$ cat config.mk
export PLATFORM = sky130hd
export DESIGN_NAME = fetch_unit
export DESIGN_NICKNAME = d
export VERILOG_FILES = /design/src/rtl/fetch_unit.sv
export SDC_FILE = /design/constraint.sdc
export NUM_CORES = 1
export LEC_CHECK = 0
export CAP_MARGIN = 20
export CORE_AREA = 2 2 102 104
export CTS_BUF_LIST = sky130_fd_sc_hd__clkbuf_8 sky130_fd_sc_hd__clkbuf_16
export CTS_CLUSTER_DIAMETER = 120
export DETAILED_ROUTE_END_ITERATION = 7
export DIE_AREA = 0 0 104 106
export PLACE_DENSITY = 0.86
export SYNTH_ARGS = -nofsm -noshare
export SYNTH_HDL_FRONTEND = slang
export SYNTH_SLANG_ARGS = --single-unit
export TNS_END_PERCENT = 20
$ cat constraint.sdc
create_clock -name CLK -period 6.4 [get_ports CLK]
set_input_delay 1.92 -clock CLK [delete_from_list [all_inputs] [get_ports CLK]]
set_output_delay 1.92 -clock CLK [all_outputs]
set_load 0.02 [all_outputs]
$ cat src/rtl/fetch_unit.sv
// fetch_unit: program counter and single-outstanding instruction fetch stage with misalignment and timeout faults
module fetch_unit #(
  parameter logic [31:0] RESET_PC = 32'h0000_0000,
  parameter int TIMEOUT = 16
) (
  input  logic        CLK,
  input  logic        RST,
  input  logic [31:0] NEXT_PC,
  output logic [31:0] PC,
  output logic        HOLD,
  output logic        IMEM_REQ,
  output logic [31:0] IMEM_ADDR,
  input  logic        IMEM_ACK,
  input  logic [31:0] IMEM_RDATA,
  output logic [31:0] INSTR,
  output logic [31:0] INSTR_PC,
  output logic        INSTR_VALID,
  input  logic        INSTR_READY,
  input  logic        STALL,
  output logic        FAULT,
  output logic [1:0]  FAULT_CODE
);
  localparam int CW = TIMEOUT > 0 ? $clog2(TIMEOUT + 1) : 1;
  localparam logic [CW-1:0] TMAX = CW'(TIMEOUT - 1);
  localparam logic [1:0] FETCH = 2'd0;
  localparam logic [1:0] HAVE = 2'd1;
  localparam logic [1:0] FAULTED = 2'd2;
  logic [1:0] state_q, state_d, code_q, code_d;
  logic [31:0] pc_q, pc_d, instr_q, instr_d, instr_pc_q, instr_pc_d;
  logic fault_q, fault_d;
  logic [CW-1:0] cnt_q, cnt_d;
  logic fetching, misal, transfer, expire;
  always_comb begin
    fetching = state_q == FETCH;
    misal = fetching && pc_q[1:0] != 2'b00;
    transfer = state_q == HAVE && INSTR_READY && !STALL;
    expire = TIMEOUT > 0 && cnt_q == TMAX;
    state_d = state_q;
    pc_d = pc_q;
    instr_d = instr_q;
    instr_pc_d = instr_pc_q;
    fault_d = fault_q;
    code_d = code_q;
    cnt_d = cnt_q;
    if (misal) begin
      state_d = FAULTED;
      fault_d = 1'b1;
      code_d = 2'b01;
    end else if (fetching && IMEM_ACK) begin
      state_d = HAVE;
      instr_d = IMEM_RDATA;
      instr_pc_d = pc_q;
    end else if (fetching && expire) begin
      state_d = FAULTED;
      fault_d = 1'b1;
      code_d = 2'b10;
    end else if (fetching) begin
      cnt_d = cnt_q + CW'(1);
    end else if (transfer) begin
      state_d = FETCH;
      pc_d = NEXT_PC;
      cnt_d = '0;
    end
  end
  always_ff @(posedge CLK) begin
    if (RST) begin
      state_q <= FETCH;
      pc_q <= RESET_PC;
      instr_q <= '0;
      instr_pc_q <= '0;
      fault_q <= 1'b0;
      code_q <= 2'b00;
      cnt_q <= '0;
    end else begin
      state_q <= state_d;
      pc_q <= pc_d;
      instr_q <= instr_d;
      instr_pc_q <= instr_pc_d;
      fault_q <= fault_d;
      code_q <= code_d;
      cnt_q <= cnt_d;
    end
  end
  assign PC = pc_q;
  assign HOLD = !transfer;
  assign IMEM_REQ = fetching && !misal;
  assign IMEM_ADDR = pc_q;
  assign INSTR = instr_q;
  assign INSTR_PC = instr_pc_q;
  assign INSTR_VALID = state_q == HAVE;
  assign FAULT = fault_q;
  assign FAULT_CODE = code_q;
endmodule

# After elaboration in Yosys (flattened, before gate mapping)
# Cells that the tools add are included.
[word_totals]
reg_bits = 106
inputBits = 69
wordCells = 55
[classes]
add_sub_neg = 1
eq_ne = 5
muxes = 13
bitwise_logic = 4
n_reduce_logical = 23
[ops]
columns = ["operator", "count"]
rows = [
  ["$mux W2", 5],
  ["$mux W5", 2],
  ["$reduce_and A2 Y1", 5],
  ["$logic_and A1 B1 Y1", 6],
  ["$mux W1", 6],
  ["$reduce_bool A2 Y1", 3],
  ["$add A5 B1 Y5 const B", 1],
  ["$eq A5 B4 Y1 const B", 1],
  ["$reduce_and A5 Y1", 1],
  ["$ne A4 B1 Y1 const B", 1],
  ["$not A1 Y1", 4],
  ["$reduce_and A4 Y1", 1],
  ["$reduce_bool A4 Y1", 1],
  ["$logic_not A1 Y1", 3],
  ["$ne A3 B1 Y1 const B", 1],
  ["$reduce_bool A3 Y1", 1],
  ["$eq A2 B1 Y1 const B", 1],
  ["$logic_not A2 Y1", 1],
  ["$ne A2 B2 Y1 const B", 1],
  ["$reduce_or A2 Y1", 1],
]

# Depth between registers and ports, before layout
[logic_depth]
depth_word = 8
ltp_mapped = 8
mapped_depth_nobuf = 6

# Worst setup path before layout
# Ideal clock, no wire load.
[synth_path]
path_type = "input-to-output"
startpoint = "input port INSTR_READY"
endpoint = "output port HOLD"
arrival_ps = 2660
t_required_ps = 4480
setup_slack_ps = 1820
path_stages = 4
cell_sequence = "nor4bb_1 clkbuf_1 inv_2 clkbuf_1"
[synth_between]
elab_chain_len = 3
[synth_rtl]
columns = ["item", "line_no", "text"]
rows = [
  ["from (decl)", "18", "input logic INSTR_READY,"],
  ["$logic_and A1 B1 Y1 (2 in a row)", "36", "transfer = state_q == HAVE && INSTR_READY && !STALL;"],
  ["$logic_not A1 Y1", "85", "assign HOLD = !transfer;"],
  ["to (decl)", "10", "output logic HOLD,"],
]
# Every way passes these cells.

# Final worst setup path
# Ends and elaborated chain as after synthesis.

==> flow_summary.yaml <==
routing:
  final_antenna_net_count: 0
  drc: 0
  wirelength_um: 12200
  wl_per_cell_um: 15.26
  first_pass_iters: 4
  vias: 4135
  drt-initial-drc-count: 232
  viasPerCell: 5.169
placement:
  gp_congestion: 0.7789
  dpl_cell_area_um2: 6011
  dp_slack_ns: 1.003
  place_inst: 783
  port_buffers: 202
  dp_hpwl_um: 8218
hold_path:
  hold_class: "reg2reg"
  min_path_cells: 2
  hold_path_end: "INSTR[21]"
  min_from: "INSTR[21]"
floorplanning:
  ios: 203
  rows: 37
  coreArea_um2: 10000
  die_x_um: 104
  die_h_um: 106
  dieArea_um2: 11020
  start_util_pct: 42.37
layout:
  antenna-diode-count: 0
  area_growth_pct: 46.99
  fin_nets: 730
  stdcell_count: 800
  fin_area_um2: 6227
  fillers: 863
  drive_above_1_share_pct: 4.066
power:
  p_total_mw: 1.371
  seqPwrFrac_pct: 51.4
  ir_drop_mv: 0.1349
  switching_share_pct: 27.67
  power.density_nw_per_um2: 220.1
  p_comb_share_pct: 19.3
  switchingPower_uw: 379.3
  clock_power_share_pct: 29.3
  leakage_nw: 2.061
  internal_power_uw: 991.4
sta:
  rsz0062_at_grt: "false"
  fin_crit_sh_pct: 83.58
  period_minus_slack_ns: 5.349
  tns_ns: 0
  worstMarginPinSlew_ns: 1.079
  fin_ws_ns: 1.051
  fmax_mhz: 186.9
  slew_viol_final: 0
  relSlewSlack_pct: 28.08
  finalHoldViolations: 0
  finalSetupViolCount: 0
  fin_skew_ns: 0.008405
yosys:
  synth.most_common_cell: "dfxtp_1"
  synth_sequential_area_ratio_pct: 50.09
  async_reset_ff_share_pct: 0
  synth_top_area_share_pct: 50.09
  ys_seq_elements: 106
  yosysWarnings: 0
  syn-cell-area_um2: 4237
  synth_area_leader_cell: "dfxtp_1"
  synth_cell_types: 32
  syn_area_per_cell_um2: 8.116
  synth_nets: 593
  synth_area_leaders: "dfxtp_1 50%, a21oi_1 12%, nand3_1 7.9%"
  synth_common_cells: "106 x dfxtp_1, 99 x a21oi_1, 67 x nand3_1"
  synthFlopType: "dfxtp_1"
  synth_edf_count: 0
  synthCells: 522
clock_network:
  clk_latency_ns: 0.35
  clkSlewWorstSetupHoldPaths_ns: 0.09
  clock_path_buffers: 2
  cts_hold_buf: 0
  cts_num_sinks: 106
  cts_root_buffer: "clkbuf_8"
  htreeDepth: 3
  post_cts_buffers: 0
  cts_buffers: 9
  cts_resized: 0
  cts_tree: "built"
global_routing:
  grt_first_pass_wirelength_um: 19820
  grt_pass1_vias: 4032
  grt.total_usage_pct: 21.81
  antenna_found_initial: 0
  grt_max_degree: 107
  gr-total-overflow: 0
critical_path:
  startpoint_type: "primary input"
  ff2ff_setup_slack_ns: 3.74
  rr_startpoint: "IMEM_ADDR[0]"
  criticalPathCategory: "in2out"
  critPathMaxFanout: 2
  worstPathArrival_ns: 3.43
  endpoint_kind: "output pin"
  reg2reg_to: "INSTR[30]"
  reg2reg_depth: 6
  cp.required_ns: 4.48
job:
  timing.max_cap.violations: 0
run_status:
  status: "finished clean"
==> metrics by stage <==
step	hold WS (ns)	utilization, %
after detailed placement	0.4657	60.11
after floorplan	0.4669	-
after global routing	0.4924	62.27
after global placement	0.4371	60.11
final	0.4774	62.27
after CTS	0.4780	62.07
==> worst max-delay path by stage <==
stage                      startpoint   end  depth (start not counted)
final                     INSTR_READY  HOLD                          4
after global routing      INSTR_READY  HOLD                          4
after CTS                 INSTR_READY  HOLD                          4
after detailed placement  INSTR_READY  HOLD                          4
after global placement    INSTR_READY  HOLD                          4
after floorplan           INSTR_READY  HOLD                          4
==> layer usage <==
| layer | up-vias | share of wire, % | global-route usage (%) |
|---|---|---|---|
| met3 | 21 | 8.4 | 6.315 |
| met4 | 0 | 2.0 | 8.108 |
| li1 | 2039 | - | - |
| met5 | - | 0 | 0 |
| met2 | 191 | 49 | 38.53 |
| met1 | 1884 | 41 | 25.05 |
==> area by class of cell <==
type                            count  area [um^2]  share of cell area (%)
Clock buffer                       10        137.6                   2.210
Sequential cell                   106         2122                   34.08
Clock inverter                      6        58.81                  0.9443
Multi-Input combinational cell    327         1644                   26.40
Tap cell                          136        170.2                   2.733
Timing Repair Buffer              207         2064                   33.15
Inverter                            8        30.03                  0.4822
==> power by group through the flow <==
stage	clock network, mW	logic (mW)	registers, mW
floorplan	0	0.122	0.744
finish	0.402	0.265	0.704
CTS	0.414	0.262	0.704
detailed placement	0	0.261	0.720
global route	0.442	0.285	0.708
global placement	0	0.255	0.718
==> worst max-delay path: stages <==
cell	delay [ns]
clkdlybuf4s50_1	0.48
nor4bb_4	0.41
inv_2	0.06
clkdlybuf4s50_1	0.55
==> sequential cells by signal, indices dropped and copies added (netlist names) <==
signal,flops
cnt_q,5
state_q,2
FAULT_CODE,2
INSTR_PC,32
IMEM_ADDR,32
INSTR,32
FAULT,1
==> cell families (layout without fill, tap and decap cells) <==
family / count (synthesis) / count (layout) / synth area share, %
AND/OR/NAND/NOR: 151 / 151 / 16.54
AO/OA/AOI/OAI: 174 / 174 / 21.29
buffers and inverters: 89 / 231 / 11.49
adder cells (fa/ha/maj): 2 / 2 / 0.5906
flip-flops: 106 / 106 / 50.09
==> cells in the final DEF, fill, tap and decap left out, drive strengths merged <==
cell type	n
buf	7
o21bai	1
nor3b	2
o211ai	2
clkinvlp	1
or2	1
and3	1
clkbuf	10
a21oi	99
inv	10
or4b	1
dfxtp	106
nor4	1
ha	2
a221oi	1
clkdlybuf4s50	200
a211oi	1
or3	1
a31oi	3
or4	4
bufinv	1
nor4bb	1
o21ba	1
o21ai	63
nand2	65
nor2	5
a22oi	2
a32oi	1
clkinv	2
nor2b	2
nand3	67
Power figures use the tool's default switching activity.
==> patch (config.mk and constraints unchanged) <==
Make the reset (`RST`) asynchronous in one clocked block.
--- a/src/rtl/fetch_unit.sv
+++ b/src/rtl/fetch_unit.sv
@@ -62,7 +62,7 @@
       cnt_d = '0;
     end
   end
-  always_ff @(posedge CLK) begin
+  always_ff @(posedge CLK or posedge RST) begin
     if (RST) begin
       state_q <= FETCH;
       pc_q <= RESET_PC;
Check against the original RTL: differs if RST is asserted again (counterexample within 4 cycles, from zero or initial values and one cycle with RST high); with RST held inactive, the same outputs for 4 cycles.
==> patch against the original RTL <==
Sequential cell count unchanged; global-route usage fell by 2.0 points; non-clock buffer count down 1; clock skew down 0.0023 ns; synthesized area up 6.2%; setup slack better by 0.12 ns; via count decreased by 25%; wire length down 12%; first-iteration DRC count shrank 54%; cell area up 6.0%; largest cell class unchanged.
Power is not compared: it rests on default switching activity, and its combinational part moved more than twofold at a synthesized area within 25%.
==> patch: results <==
metrics = {
    "status": {
        "status": "finished, final reports clean",
    },
    "global_routing": {
        "met3_usage": 0.0460,
        "wire_length_of_the_first_global_routing_pass_mm": 17.2,
        "via_count_of_the_first_global_routing_pass": 3295,
        "total_routing_usage_reported_by_global_routing": 0.198,
        "grt.met1_usage": 0.223,
        "grt_start_max_net_pins": 60,
    },
    "synth": {
        "syn-num-nets": 423,
        "netlist_top_cells_area": "dfrtp_1 59%, mux2_4 16%, nand2_1 8.6%, buf_4 5.3%, mux2_2 3.8%",
        "netlist_top_cells_count": "106 x dfrtp_1, 103 x nand2_1, 47 x mux2_4",
        "post_synth_num_cell_types": 25,
        "yosysSeqAreaShare": 0.590,
        "synthArstFlopShare": 1.00,
    },
    "detailed_routing": {
        "met1Wirelength_mm": 4.27,
        "drt-vias-per-instance": 4.71,
        "dr.first_iter.drc_count": 107,
        "wl_per_cell_um": 16.2,
        "dr_wl_met2_mm": 5.70,
    },
    "worst_setup_path": {
        "critical_path_arrival_ns": 3.31,
        "r2r-start": "state_q[1]",
        "ff2ff_setup_slack_ns": 4.10,
        "reg2reg_to": "INSTR_PC[14]",
        "r2r_depth": 4,
    },
    "timing": {
        "worst_slew_margin_rel": 0.535,
        "timing.clock.skew_ns": 0.00607,
    },
    "worst_hold_path": {
        "holdPathStages": 1,
        "timing.hold.worst.start": "FAULT",
    },
    "placement": {
        "gp_congestion": 0.736,
        "detailedPlace.worstSlack_ns": 1.17,
        "detailed_place_hpwl_mm": 7.81,
    },
    "final_layout": {
        "fin_nets": 593,
        "fillers": 763,
        "layout-drive-gt1-share": 0.161,
    },
}
patch: cell types whose count changed after synthesis, sizes merged, moves of 4 or more:
cell | unedited run | this run
nand2 | 65 | 104
mux2i | 0 | 5
or4 | 4 | 0
mux2 | 0 | 62
o21ai | 63 | 1
a21oi | 99 | 1
dfrtp | 0 | 106
dfxtp | 106 | 0
clkbuf | 38 | 4
nand3 | 67 | 2
patch: metrics by stage:
stage	power (mW)	area (µm²)	std cells	hold WS, ns
final	3.26	6600	663	0.498
after detailed placement	2.86	6400	647	0.471
after global placement	2.81	6400	647	0.447
after CTS	3.29	6600	663	0.497
after floorplan	2.08	4500	352	0.460
after global routing	3.41	6600	663	0.518
patch: cell families after synthesis:
family | count (synthesis) | share of synthesized area
simple gates | 119 | 0.109
buf+inv | 52 | 0.0815
flops | 106 | 0.590
compound gates | 5 | 0.00723
mux | 67 | 0.206
xor+xnor | 1 | 0.00195
fa+ha+maj | 2 | 0.00556
patch: worst max-delay path by stage:
stage,start,to,slack (ns),depth (start not counted)
2_1_floorplan,RST,FAULT,1.69,1
3_3_place_gp,INSTR_READY,HOLD,1.17,4
3_5_place_dp,INSTR_READY,HOLD,1.17,4
4_1_cts,INSTR_READY,HOLD,1.17,4
5_1_grt,INSTR_READY,HOLD,1.11,4
6_report,INSTR_READY,HOLD,1.17,4
patch: worst max-delay path: cells and delay by family:
| family | cells | cell delay (ns) |
|---|---|---|
| buffers and inverters | 3 | 1.09 |
| AND/OR/NAND/NOR | 1 | 0.29 |
patch: layout make-up:
| type | count | share of cell area |
|---|---|---|
| clock buffer | 11 | 0.0229 |
| clock inverter | 5 | 0.00815 |
| tap | 136 | 0.0258 |
| timing repair buffer | 206 | 0.311 |
| multi-input combinational | 194 | 0.227 |
| sequential | 106 | 0.402 |
| inverter | 5 | 0.00322 |
